===== src/rtl/prio_arbiter_pkg.sv =====
// Shared types and constants for the four-requester priority arbiter.
package prio_arbiter_pkg;

  localparam int NUM_REQ = 4;
  localparam int ID_W    = 2;

  typedef enum logic {IDLE = 1'b0, BUSY = 1'b1} state_t;

  function automatic logic [NUM_REQ-1:0] onehot(input logic [ID_W-1:0] id);
    return 4'b0001 << id;
  endfunction

endpackage


===== src/rtl/prio_enc4.sv =====
// Combinational 4-to-2 priority encoder; bit 3 wins.
module prio_enc4 (
  input  logic [3:0] vec,
  output logic [1:0] id,
  output logic       any
);

  // Highest set bit selects the index; any flags a nonzero vector.
  always_comb begin
    id  = 2'd0;
    any = 1'b1;
    if (vec[3]) begin
      id = 2'd3;
    end else if (vec[2]) begin
      id = 2'd2;
    end else if (vec[1]) begin
      id = 2'd1;
    end else if (vec[0]) begin
      id = 2'd0;
    end else begin
      any = 1'b0;
    end
  end

endmodule


===== src/rtl/prio_arbiter_4.sv =====
// Fixed-priority four-requester arbiter with a hold limit and a one-round
// mask on requesters whose grant timed out.
module prio_arbiter_4
  import prio_arbiter_pkg::*;
#(
  parameter int MAX_HOLD = 16
) (
  input  logic               clk,
  input  logic               rst,
  input  logic [NUM_REQ-1:0] req,
  output logic [NUM_REQ-1:0] gnt,
  output logic [ID_W-1:0]    gnt_id,
  output logic               gnt_valid,
  output logic               timeout
);

  localparam int CNT_W = $clog2(MAX_HOLD + 1);
  localparam logic [CNT_W-1:0] HOLD_MAX = CNT_W'(MAX_HOLD);

  state_t             state_r;
  logic [NUM_REQ-1:0] mask_r;
  logic [CNT_W-1:0]   hold_cnt_r;

  logic [NUM_REQ-1:0] masked_s;
  logic [NUM_REQ-1:0] eff_req_s;
  logic [NUM_REQ-1:0] mask_nxt_s;
  logic               fallback_s;
  logic               release_s;
  logic               limit_s;
  logic [ID_W-1:0]    id_s;
  logic               any_s;

  // Effective request vector; falls back to raw req when the mask blocks everyone.
  always_comb begin
    masked_s   = req & ~mask_r;
    fallback_s = (masked_s == 4'b0000) && (req != 4'b0000);
    if (fallback_s) begin
      eff_req_s = req;
    end else begin
      eff_req_s = masked_s;
    end
  end

  prio_enc4 u_enc (
    .vec (eff_req_s),
    .id  (id_s),
    .any (any_s)
  );

  // Release takes precedence over the limit when both occur at the same edge.
  always_comb begin
    release_s = ~req[gnt_id];
    limit_s   = (hold_cnt_r == HOLD_MAX);
  end

  // Next round mask; a bit never survives its requester going low.
  always_comb begin
    mask_nxt_s = mask_r;
    case (state_r)
      IDLE: begin
        mask_nxt_s = fallback_s ? 4'b0000 : mask_r;
        mask_nxt_s = any_s ? (mask_nxt_s & onehot(id_s)) : mask_nxt_s;
      end
      BUSY: begin
        if (!release_s && limit_s) begin
          mask_nxt_s = mask_r | onehot(gnt_id);
        end else begin
          mask_nxt_s = mask_r;
        end
      end
      default: mask_nxt_s = 4'b0000;
    endcase
    mask_nxt_s = mask_nxt_s & req;
  end

  // Grant state machine with registered outputs.
  always_ff @(posedge clk) begin
    if (rst) begin
      state_r    <= IDLE;
      mask_r     <= 4'b0000;
      hold_cnt_r <= '0;
      gnt        <= 4'b0000;
      gnt_id     <= 2'd0;
      gnt_valid  <= 1'b0;
      timeout    <= 1'b0;
    end else begin
      timeout <= 1'b0;
      mask_r  <= mask_nxt_s;
      case (state_r)
        IDLE: begin
          if (any_s) begin
            gnt        <= onehot(id_s);
            gnt_id     <= id_s;
            gnt_valid  <= 1'b1;
            hold_cnt_r <= CNT_W'(1);
            state_r    <= BUSY;
          end
        end
        BUSY: begin
          if (release_s) begin
            gnt       <= 4'b0000;
            gnt_valid <= 1'b0;
            state_r   <= IDLE;
          end else if (limit_s) begin
            gnt       <= 4'b0000;
            gnt_valid <= 1'b0;
            timeout   <= 1'b1;
            state_r   <= IDLE;
          end else begin
            hold_cnt_r <= hold_cnt_r + CNT_W'(1);
          end
        end
        default: begin
          gnt       <= 4'b0000;
          gnt_valid <= 1'b0;
          state_r   <= IDLE;
        end
      endcase
    end
  end

endmodule


===== config.mk =====
export PLATFORM = sky130hd
export DESIGN_NAME = prio_arbiter_4
export DESIGN_NICKNAME = d
export VERILOG_FILES = /design/src/rtl/prio_arbiter_pkg.sv /design/src/rtl/prio_enc4.sv /design/src/rtl/prio_arbiter_4.sv
export SDC_FILE = /design/constraint.sdc
export NUM_CORES = 1
export LEC_CHECK = 0
export ABC_CLOCK_PERIOD_IN_PS = 3300
export CORE_MARGIN = 5
export CORE_UTILIZATION = 30
export DETAILED_ROUTE_END_ITERATION = 6
export GPL_ROUTABILITY_DRIVEN = 0
export PLACE_DENSITY = 0.6
export SLEW_MARGIN = 10
export SYNTH_ARGS = -nofsm -noshare
export SYNTH_HDL_FRONTEND = slang
export SYNTH_HIERARCHICAL = 1
export SYNTH_SLANG_ARGS = --single-unit

===== constraint.sdc =====
create_clock -name clk -period 3.3 [get_ports clk]
set_input_delay 0.66 -clock clk [delete_from_list [all_inputs] [get_ports clk]]
set_output_delay 0.66 -clock clk [all_outputs]
set_load 0.01 [all_outputs]

==> metrics.yaml <==
route:
  dr.pass1.iters: 4
  vias_per_cell: 5.08
  ant_nets: 0
  drt_iter0_markers: 31
  vias: 900
  route.detailed.drc: 0
  wl_mm: 2.37
  wl_per_cell_um: 13.4
yosys:
  async_flop_share: 0
  synth-edff-count: 0
  avgSynthCellArea_um2: 8.58
  syn_area_um2: 1000
  ys_types: 40
  syn_inst: 117
  yosysTopAreaCell: "dfxtp_1"
  yosysSeqAreaShare: 0.359
  synth_warnings: 6
  ys_top_cells_by_area: "dfxtp_1, a21oi_1, a41oi_1"
  yosys.area.top_type_share: 0.359
  syn-num-nets: 125
  synth_ff_type: "dfxtp_1"
  ys_ff_latch: 18
worst_hold_path:
  hold_path.class: "flip-flop to flip-flop"
  hold_depth: 2
grt:
  grt_start_max_net_pins: 25
  antenna_found_initial: 0
  grt_pass1_vias: 890
  grt_overflow: 0
  track_usage: 0.120
  grt_pass1_wl_mm: 4.18
clock_tree:
  clock_path_buffers: 2
  cts_buffers: 3
  clock_sinks: 18
  ctsResizeCount: 0
  cts_hold_buf: 0
  clock_latency_ns: 0.30
  postCtsSetupRepairBufs: 0
  cts_htree_levels: 1
  clk_pin_slew_ns: 0.10
  cts_root_buffer: "clkbuf_4"
  cts_tree: "yes"
critical_path:
  criticalPathCategory: "input port to flip-flop"
  worstSetupStartpointType: "input port"
  cp_max_fo: 10
  ff2ff_path_depth: 9
  crit_top_cell: "or3_1"
  critical_path_required_ns: 3.55
  crit_chain: "clkdlybuf4s50_1 > inv_1 > o22ai_1 > or3_1 > a21boi_0 > or2_1 > or3_1 > nand2b_1 > nor2_1 > nor3b_1 > a31o_2"
  max_stage_delay_ns: 0.58
  end_kind: "flip-flop"
  critPathArrivalTime_ns: 3.32
  crit_slowest_cell: "clkdlybuf4s50_1"
floorplan:
  dieWidth_um: 67.8
  die-area_um2: 4600
  start_util: 0.306
  num_io_pins: 14
  die_h_um: 67.8
  fp.coreArea_um2: 3280
  rows: 21
sta:
  layout_setup_ws_ns: 0.233
  slew_headroom: 0.432
  finalClockSkew_ns: 0.00370
  final_hold_viol_count: 0
  hold_ws_ns: 0.490
  finalCritPeriodShare: 0.929
  setup_viol: 0
  fin_crit_ns: 3.07
  setup_tns_ns: 0
  rsz0062_at_grt: "false"
  drv_slew: 0
  fmax_ghz: 0.326
  tightest_slew_ns: 0.849
pwr:
  peakVddDrop_mv: 0.163
  power_density_nw_per_um2: 363
  finalPower_mw: 0.442
  p_leak_nw: 0.441
final_layout:
  nets: 141
  layout_commonest_cell: "dfxtp_1"
  final_cell_mix: "dfxtp_1, clkdlybuf4s50_1, inv_1, a21oi_1, nand2_1"
  final_area_um2: 1220
  nFillCells: 341
  antenna_cells: 0
  area_delta_synth_final_pct: 21.3
  drive_above_1_share: 0.130
placement:
  io_buffers: 13
  dpl.hpwl_mm: 1.78
  post-place-ws_ns: -0.0897
  placed_area_um2: 1190
outcome:
  run_status: "finished, final reports clean"
flow_run:
  maxCapViolations: 0
[synth_stat cells, drive strengths merged, types with 2 or more instances]
| master | count |
|---|---|
| dfxtp | 18 |
| a21oi | 10 |
| inv | 9 |
| nand2 | 8 |
| clkbuf | 6 |
| nand3 | 5 |
| nor2 | 5 |
| o21ai | 5 |
| a21boi | 4 |
| a31o | 4 |
| a41oi | 4 |
| and3 | 3 |
| nor2b | 3 |
| nor3 | 3 |
| nor3b | 3 |
| nor4bb | 3 |
| or3 | 3 |
| a211oi | 2 |
| ha | 2 |
| nand3b | 2 |
| o22ai | 2 |
[kinds of logic after synthesis]
kind of cell	share of synthesized area
AND/OR/NAND/NOR	0.283
XOR/XNOR	0.00873
flip-flops	0.359
AO/OA/AOI/OAI	0.234
multiplexers	0.0224
buffers and inverters	0.0673
adder cells (fa/ha/maj)	0.0249
[registers in the layout, summed over array words and instances (netlist names)]
signal      count
gnt_id          2
gnt             4
timeout         1
state_r         1
hold_cnt_r      5
gnt_valid       1
mask_r          4
[metrics by stage]
step,utilization,instances
after global routing,0.371,177
final,0.371,177
after CTS,0.371,177
after detailed placement,0.364,174
after global placement,0.364,174
after floorplan,-,117
[worst paths after layout]
kind | start | slack (ns) | to
max | req[0] | 0.23 | mask_r[2]$_SDFF_PP0_
min | gnt[0]$_SDFFE_PP0P_ | 0.49 | gnt[0]$_SDFFE_PP0P_
max reg2reg | mask_r[0]$_SDFF_PP0_ | 0.88 | mask_r[2]$_SDFF_PP0_
min reg2reg | gnt[0]$_SDFFE_PP0P_ | 0.49 | gnt[0]$_SDFFE_PP0P_
[worst max-delay path, delay by kind of cell]
| kind | cells | cell delay (ns) |
|---|---|---|
| compound gates | 3 | 0.51 |
| buf+inv | 2 | 0.65 |
| simple gates | 6 | 1.49 |
[final cells by class]
cell class	count	area [µm²]	area share
multi-input combinational	83	576	0.473
sequential	18	360	0.296
timing repair buffer	18	168	0.138
tap	46	57.6	0.0473
inverter	9	33.8	0.0277
clock buffer	3	22.5	0.0185
[layer usage]
layer / track usage / wire (µm)
met5: 0 / 0
met4: 0.0546 / 45
met3: 0.0312 / 67
met2: 0.204 / 1220
met1: 0.141 / 1030
[report_power, final]
group / internal [mW] / switching [mW]
Sequential: 0.227 / 0.0140
Combinational: 0.0441 / 0.0472
Clock: 0.0426 / 0.0679
Note: power is estimated with default switching activity, not from simulation.
